===== src/rtl/cpu_memory.sv =====
// Memory-access stage: pass-through, aligned bus loads/stores, load extension.
// CPU_MEMORY_UNALIGNED_EN splits crossing accesses into two bus cycles.
module cpu_memory (
    input  logic        i_clock,
    input  logic        i_reset,
    input  logic [7:0]  i_tag,
    input  logic [4:0]  i_inst_rd,
    input  logic [4:0]  i_mem_inst_rd,
    input  logic [31:0] i_rd,
    input  logic        i_branch,
    input  logic [31:0] i_pc_next,
    input  logic        i_mem_read,
    input  logic        i_mem_write,
    input  logic [2:0]  i_mem_width,
    input  logic        i_mem_signed,
    input  logic [31:0] i_mem_address,
    output logic [7:0]  o_tag,
    output logic [4:0]  o_inst_rd,
    output logic [31:0] o_rd,
    output logic        o_branch,
    output logic [31:0] o_pc_next,
    output logic        o_fault,
    output logic        o_busy,
    output logic        o_bus_request,
    output logic        o_bus_rw,
    output logic [31:0] o_bus_address,
    output logic [3:0]  o_bus_wmask,
    output logic [31:0] o_bus_wdata,
    input  logic        i_bus_ready,
    input  logic [31:0] i_bus_rdata
);

    localparam logic [1:0] S_IDLE      = 2'd0;
    localparam logic [1:0] S_ACCESS    = 2'd1;
`ifdef CPU_MEMORY_UNALIGNED_EN
    localparam logic [1:0] S_ACCESS_HI = 2'd2;
`endif

    logic [1:0]  r_state;
    logic [7:0]  r_tag;
    logic [4:0]  r_inst_rd;
    logic [31:0] r_rd;
    logic        r_branch;
    logic [31:0] r_pc_next;
    logic        r_fault;
    logic        r_req;
    logic        r_rw;
    logic [31:0] r_addr;
    logic [3:0]  r_wmask;
    logic [31:0] r_wdata;

    logic [7:0]  r_l_tag;
    logic [4:0]  r_l_mem_rd;
    logic        r_l_branch;
    logic [31:0] r_l_pc;
    logic        r_l_write;
    logic [2:0]  r_l_width;
    logic        r_l_signed;
    logic [1:0]  r_l_off;
`ifdef CPU_MEMORY_UNALIGNED_EN
    logic        r_l_cross;
    logic [31:0] r_l_data;
    logic [31:0] r_lo_word;
`endif

    logic        w_new;
    logic        w_mem;
    logic [1:0]  w_off;
    logic        w_cross;
    logic [3:0]  w_st_mask;
    logic [31:0] w_st_data;
    logic [31:0] w_ld_shift;
    logic [31:0] w_ld_align;
    logic [31:0] w_ld_ext;
    logic        w_done;

    assign w_new   = (i_tag != r_tag);
    assign w_mem   = i_mem_read | i_mem_write;
    assign w_off   = i_mem_address[1:0];
    assign w_cross = ((i_mem_width == 3'd4) && (w_off != 2'd0)) ||
                     ((i_mem_width == 3'd2) && (w_off == 2'd3));

    always_comb begin
        w_st_mask = 4'b1111;
        w_st_data = i_rd;
        case (i_mem_width)
            3'd1: begin
                w_st_mask = 4'b0001 << w_off;
                w_st_data = {4{i_rd[7:0]}};
            end
            3'd2: begin
                w_st_mask = 4'b0011 << w_off;
                w_st_data = {2{i_rd[15:0]}};
            end
            default: begin
                w_st_mask = 4'b1111;
                w_st_data = i_rd;
            end
        endcase
`ifdef CPU_MEMORY_UNALIGNED_EN
        if (w_cross) begin
            w_st_mask = 4'b1111 << w_off;
            w_st_data = i_rd << {w_off, 3'b000};
        end
`endif
    end

    assign w_ld_shift = i_bus_rdata >> {r_l_off, 3'b000};

`ifdef CPU_MEMORY_UNALIGNED_EN
    logic [63:0] w_ld_comb;
    logic [2:0]  w_hi_n;
    logic [3:0]  w_hi_mask;
    logic [31:0] w_hi_data;

    assign w_ld_comb  = {i_bus_rdata, r_lo_word} >> {r_l_off, 3'b000};
    assign w_ld_align = (r_state == S_ACCESS_HI) ? w_ld_comb[31:0]
                                                 : w_ld_shift;
    assign w_hi_n     = 3'd4 - {1'b0, r_l_off};
    assign w_hi_mask  = 4'b1111 >> w_hi_n;
    assign w_hi_data  = r_l_data >> {w_hi_n, 3'b000};
    assign w_done     = i_bus_ready &&
                        (((r_state == S_ACCESS) && !r_l_cross) ||
                         ((r_state == S_ACCESS_HI) && r_req));
`else
    assign w_ld_align = w_ld_shift;
    assign w_done     = i_bus_ready && (r_state == S_ACCESS);
`endif

    always_comb begin
        w_ld_ext = w_ld_align;
        case (r_l_width)
            3'd1: w_ld_ext = {{24{r_l_signed & w_ld_align[7]}},
                              w_ld_align[7:0]};
            3'd2: w_ld_ext = {{16{r_l_signed & w_ld_align[15]}},
                              w_ld_align[15:0]};
            default: w_ld_ext = w_ld_align;
        endcase
    end

    always_ff @(posedge i_clock) begin
        if (!i_reset) begin
            r_state    <= S_IDLE;
            r_tag      <= '0;
            r_inst_rd  <= '0;
            r_rd       <= '0;
            r_branch   <= 1'b0;
            r_pc_next  <= '0;
            r_fault    <= 1'b0;
            r_req      <= 1'b0;
            r_rw       <= 1'b0;
            r_addr     <= '0;
            r_wmask    <= '0;
            r_wdata    <= '0;
            r_l_tag    <= '0;
            r_l_mem_rd <= '0;
            r_l_branch <= 1'b0;
            r_l_pc     <= '0;
            r_l_write  <= 1'b0;
            r_l_width  <= '0;
            r_l_signed <= 1'b0;
            r_l_off    <= '0;
`ifdef CPU_MEMORY_UNALIGNED_EN
            r_l_cross  <= 1'b0;
            r_l_data   <= '0;
            r_lo_word  <= '0;
`endif
        end else begin
            case (r_state)
                S_IDLE: begin
                    if (w_new) begin
                        r_l_tag    <= i_tag;
                        r_l_mem_rd <= i_mem_inst_rd;
                        r_l_branch <= i_branch;
                        r_l_pc     <= i_pc_next;
                        r_l_write  <= i_mem_write;
                        r_l_width  <= i_mem_width;
                        r_l_signed <= i_mem_signed;
                        r_l_off    <= w_off;
`ifdef CPU_MEMORY_UNALIGNED_EN
                        r_l_cross  <= w_cross;
                        r_l_data   <= i_rd;
`endif
                        if (!w_mem) begin
                            r_tag     <= i_tag;
                            r_inst_rd <= i_inst_rd;
                            r_rd      <= i_rd;
                            r_branch  <= i_branch;
                            r_pc_next <= i_pc_next;
                            r_fault   <= 1'b0;
`ifndef CPU_MEMORY_UNALIGNED_EN
                        end else if (w_cross) begin
                            // Misaligned: retire at once, no bus cycle
                            r_tag     <= i_tag;
                            r_inst_rd <= '0;
                            r_branch  <= i_branch;
                            r_pc_next <= i_pc_next;
                            r_fault   <= 1'b1;
`endif
                        end else begin
                            r_state <= S_ACCESS;
                            r_req   <= 1'b1;
                            r_rw    <= i_mem_write;
                            r_addr  <= {i_mem_address[31:2], 2'b00};
                            r_wmask <= i_mem_write ? w_st_mask : 4'b0000;
                            r_wdata <= w_st_data;
                        end
                    end
                end
                S_ACCESS: begin
`ifdef CPU_MEMORY_UNALIGNED_EN
                    if (i_bus_ready && r_l_cross) begin
                        r_req     <= 1'b0;
                        r_lo_word <= i_bus_rdata;
                        r_state   <= S_ACCESS_HI;
                    end
`endif
                end
`ifdef CPU_MEMORY_UNALIGNED_EN
                S_ACCESS_HI: begin
                    // One idle cycle separates the two halves
                    if (!r_req) begin
                        r_req   <= 1'b1;
                        r_addr  <= r_addr + 32'd4;
                        r_wmask <= r_rw ? w_hi_mask : 4'b0000;
                        r_wdata <= w_hi_data;
                    end
                end
`endif
                default: r_state <= S_IDLE;
            endcase

            if (w_done) begin
                r_state   <= S_IDLE;
                r_req     <= 1'b0;
                r_tag     <= r_l_tag;
                r_branch  <= r_l_branch;
                r_pc_next <= r_l_pc;
                r_fault   <= 1'b0;
                if (r_l_write) begin
                    r_inst_rd <= '0;
                end else begin
                    r_inst_rd <= r_l_mem_rd;
                    r_rd      <= w_ld_ext;
                end
            end
        end
    end

    assign o_tag         = r_tag;
    assign o_inst_rd     = r_inst_rd;
    assign o_rd          = r_rd;
    assign o_branch      = r_branch;
    assign o_pc_next     = r_pc_next;
    assign o_fault       = r_fault;
    assign o_busy        = (r_state != S_IDLE);
    assign o_bus_request = r_req;
    assign o_bus_rw      = r_rw;
    assign o_bus_address = r_addr;
    assign o_bus_wmask   = r_wmask;
    assign o_bus_wdata   = r_wdata;

endmodule


===== config.mk =====
export PLATFORM = sky130hd
export DESIGN_NAME = cpu_memory
export DESIGN_NICKNAME = d
export VERILOG_FILES = /design/src/rtl/cpu_memory.sv
export SDC_FILE = /design/constraint.sdc
export NUM_CORES = 1
export LEC_CHECK = 0
export BUFFER_PORTS_ARGS = -buffer_cell sky130_fd_sc_hd__buf_2
export CORE_ASPECT_RATIO = 0.75
export CORE_MARGIN = 2
export CORE_UTILIZATION = 45
export CTS_BUF_LIST = sky130_fd_sc_hd__clkbuf_2
export CTS_CLUSTER_DIAMETER = 40
export DETAILED_ROUTE_END_ITERATION = 12
export GPL_ROUTABILITY_DRIVEN = 0
export PLACE_DENSITY = 0.69
export SYNTH_ARGS = -nofsm -noshare
export SYNTH_HDL_FRONTEND = slang
export SYNTH_SLANG_ARGS = --single-unit

===== constraint.sdc =====
create_clock -name i_clock -period 3.9 [get_ports i_clock]
set_clock_uncertainty 0.05 [all_clocks]
set_input_delay 0.585 -clock i_clock [delete_from_list [all_inputs] [get_ports i_clock]]
set_output_delay 0.585 -clock i_clock [all_outputs]
set_load 0.05 [all_outputs]

==> metrics list <==
* Count of distinct cell types in the synthesized netlist: 44
- For this run, design rule violations remaining after detail routing come to 0.
* Slew of the pin with the lowest slew margin: between 1000 and 1500 ps
* Number of flops mapped to enable cells by yosys: 0
* Clock latency on the worst-skew pair: approximately 770 ps
- Average detailed-routed wire length per instance: about 18 um
- The total count of max-transition violations in the final report is 0.
- First-pass GRT wire length: 46110 um
- After detailed routing, the total wire length is 30890 um.
- After synthesis the netlist holds a flip-flop and latch count of approximately 200.
* Total negative slack: 0 ps
* Starting density of the core: 0.4643
- Area of the core region: between 15000 and 20000 um^2
- CP max FO: 28
* Status: completed
* Global route overflow: 0
- Of the total synthesized cell area, the portion taken by AND, OR, NAND and NOR gates is 0.1677.
- TritonCTS created 50 clock buffers.
- The final route contains between 9000 and 10000 vias.
- slightly above 300 I/O pins were placed.
- The complex-gate fraction of the synthesized area came to 0.2740.
* Adder-Cell Fraction of Synth Area: 0
- CP Capture Type: flop
- Cell area after synthesis: ~8700 um^2
* Number of global-route vias before repair: 8628
- Endpoint required time on the critical path: between 4000 and 5000 ps
- Total placed cells including tap cells: approximately 1500
- Category of the worst setup path launch point: flop
- TritonCTS built the clock tree.
- Largest buffer count on any clock path: 3
- Initial antenna violation count: 3
- In this run, the number of DRC markers left after iteration 0 of detailed routing was 1026.
- Leaving out fill and tap cells, the most frequent cells in the layout are buf_2, nand2_1, dfxtp_1, a21oi_1, dlygate4sd3_1.
- NumNets Final: between 1500 and 2000
- Final setup violation count: 0
* Count of cells resized by post-cts repair: 0
* Main combinational cell family by area after synthesis: compound AO/OA/AOI/OAI gates
- Counting the fill cells in the layout gives ~1600.
- Clock transition time at the flip-flop clock pins of the worst setup and hold paths: between 100 and 150 ps
* Final period utilization: 0.7816
- Final instance area: roughly 12000 um^2
- Final hold violation count: 0
- Using the TritonRoute via totals, the vias-per-cell ratio works out to around 5.5.
* Hold Crit Depth: 3
- Die area: between 20000 and 25000 um^2
* FFs w/ async S/R, synth: 0
- Post-place instance area: 10320 um^2
- Post-DRT Antenna Nets: 0
- Cell count after synthesis: around 1100
- At the worst endpoint, the arrival time is ~3700 ps.
- Total global routing track utilization: 0.2887
* R2R depth: 5
- The clock tree synthesis step divided the H-tree into 2 levels.
- The die is around 120 um tall.
- The die is between 150 and 200 um wide.
- The first detailed-routing pass took 6 iterations.
- From synthesis to final layout, the design area changed by 35.02%.
- Multiplexer share of the synthesized area: 0.03031
* Number of clock sinks seen by CTS: 201
- Setup repair after global routing left no endpoint under its margin.
- Derived from the worst setup path, the maximum achievable clock frequency is approximately 0.33 GHz.
- In this run the mean area of a mapped cell was 8.256 um^2.
* Warnings from Yosys: 0
- Largest net degree at the start of global routing: ~140
- Power density relative to cell area: 492.1 nW/um^2
* Post-Synth XOR/XNOR Area: 0.009094
* Reported max-cap violation count: 0
- The setup check on the worst reg-to-reg path leaves a slack of 850 ps.
* Num rows: 43
- The tree is rooted in a clkbuf_2.
* Half-perimeter wire length after detailed placement: 20470 um
- Number of non-filler instances in the completed layout: 1706
- Start-to-end type of the worst setup path: flop to flop
* Cell leakage power: 5.387 nW
- Worst supply voltage drop on vdd: 305.1 uV
- Across all hold checks on the routed design, the worst slack comes to 66.97 ps.
* Minimum clock period: ~3000 ps
* Quantity of I/O buffers inserted on ports: about 300
- Fraction of layout cells with a size suffix above 1: 0.3066
- Most common library cell in the layout ignoring fill and taps: buf_2
- The worst pin sits at a relative slew slack of 0.1818.
- Dominant register cell in the synthesized netlist: dfxtp_1
* Share of synthesized area occupied by flip-flops and latches: 0.4642
- Worst hold path class: input pin to flop
==> critical path: stages (launching register included) <==
cell and delay (ps):
dfxtp_1 950, nand3b_1 140, o21a_1 150, o21ai_1 930
a21oi_1 450, a211oi_1 300
==> per-layer routing <==
layer	GRT usage	routed length, um
met1	0.3736	12770
met2	0.4422	13370
met3	0.1042	3812
met4	0.1096	932
met5	0	0
==> cells in the mapped netlist, types with 2 or more instances <==
cell type,n,share of area
a211oi_1,47,0.041
o21a_1,43,0.037
inv_1,23,0.010
nor2_1,57,0.025
a21o_1,8,0.0069
a21oi_1,155,0.089
nor4_1,2,0.0014
o22a_1,8,0.0081
a222oi_1,5,0.0058
o211ai_1,2,0.0017
a311oi_1,5,0.0051
nand2_1,210,0.091
o221a_2,41,0.053
o21ai_0,26,0.015
nor4bb_1,3,0.0035
or4_1,2,0.0017
buf_2,21,0.012
a211o_1,2,0.0020
or2_2,2,0.0014
nand2b_1,4,0.0029
nor3_1,50,0.029
o21ai_1,3,0.0017
mux2i_1,24,0.028
xor2_1,8,0.0081
buf_4,2,0.0017
buf_1,2,0.00087
dfxtp_1,201,0.46
nor2b_1,10,0.0072
nand3_1,3,0.0017
clkbuf_1,66,0.029
nand3b_1,2,0.0017
==> where the power goes <==
part | internal, W | total (W) | switching, W
clock network | 0.000611 | 0.00147 | 0.000856
registers | 0.00228 | 0.00243 | 0.000143
logic | 0.000544 | 0.00186 | 0.00132
==> kinds of logic after synthesis <==
family	Yosys count
AO/OA/AOI/OAI	351
flip-flops	201
AND/OR/NAND/NOR	347
other	1
buffers and inverters	116
XOR/XNOR	9
multiplexers	25
==> path summary, 6_finish.rpt <==
check | start | to
min reg2reg | o_bus_address[5]$_SDFFE_PN0P_ | o_bus_address[5]$_SDFFE_PN0P_
min | i_rd[24] | o_bus_wdata[24]$_SDFFE_PN0P_
max | r_l_off[1]$_SDFFE_PN0P_ | o_rd[18]$_SDFF_PN0_
max reg2reg | r_l_off[1]$_SDFFE_PN0P_ | o_rd[18]$_SDFF_PN0_
==> per-stage QoR <==
stage                     total power, W  setup WS (ps)    util
after global placement          0.004219          993.6  0.5530
after global routing            0.006051          690.2  0.6269
after floorplan                 0.003727           1581       -
after detailed placement        0.004241          977.2  0.5530
after CTS                       0.005781           1044  0.6268
final                           0.005759          851.9  0.6269
==> area by class of cell <==
cell class | instances | area, um^2 | area share
Sequential cell | 201 | 4024 | 0.3438
Clock buffer | 69 | 345.3 | 0.02951
Inverter | 24 | 92.59 | 0.007911
Tap cell | 247 | 309.0 | 0.02641
Multi-Input combinational cell | 734 | 4230 | 0.3615
Clock inverter | 20 | 130.1 | 0.01112
Antenna cell | 1 | 2.502 | 0.0002138
Timing Repair Buffer | 410 | 2570 | 0.2196
==> repair_timing <==
item                                    4_1_cts  5_1_grt
hold buffers                                 90        0
hold endpoints to repair                     90        0
endpoints found under the setup margin        0        0
buffers inserted                              0        0
==> flip-flops by register name (all words and copies together) (netlist names) <==
| name | count |
|---|---|
| r_l_pc | 32 |
| r_l_mem_rd | 5 |
| o_branch | 1 |
| o_pc_next | 32 |
| r_l_write | 1 |
| o_tag | 8 |
| r_l_branch | 1 |
| o_bus_request | 1 |
| r_l_width | 3 |
| r_l_off | 2 |
| o_bus_wmask | 4 |
| r_l_signed | 1 |
| o_rd | 32 |
| r_state | 1 |
| o_fault | 1 |
| o_inst_rd | 5 |
| o_bus_address | 30 |
| r_l_tag | 8 |
| o_bus_wdata | 32 |
| o_bus_rw | 1 |
No activity file was read; power rests on OpenSTA's default activity.
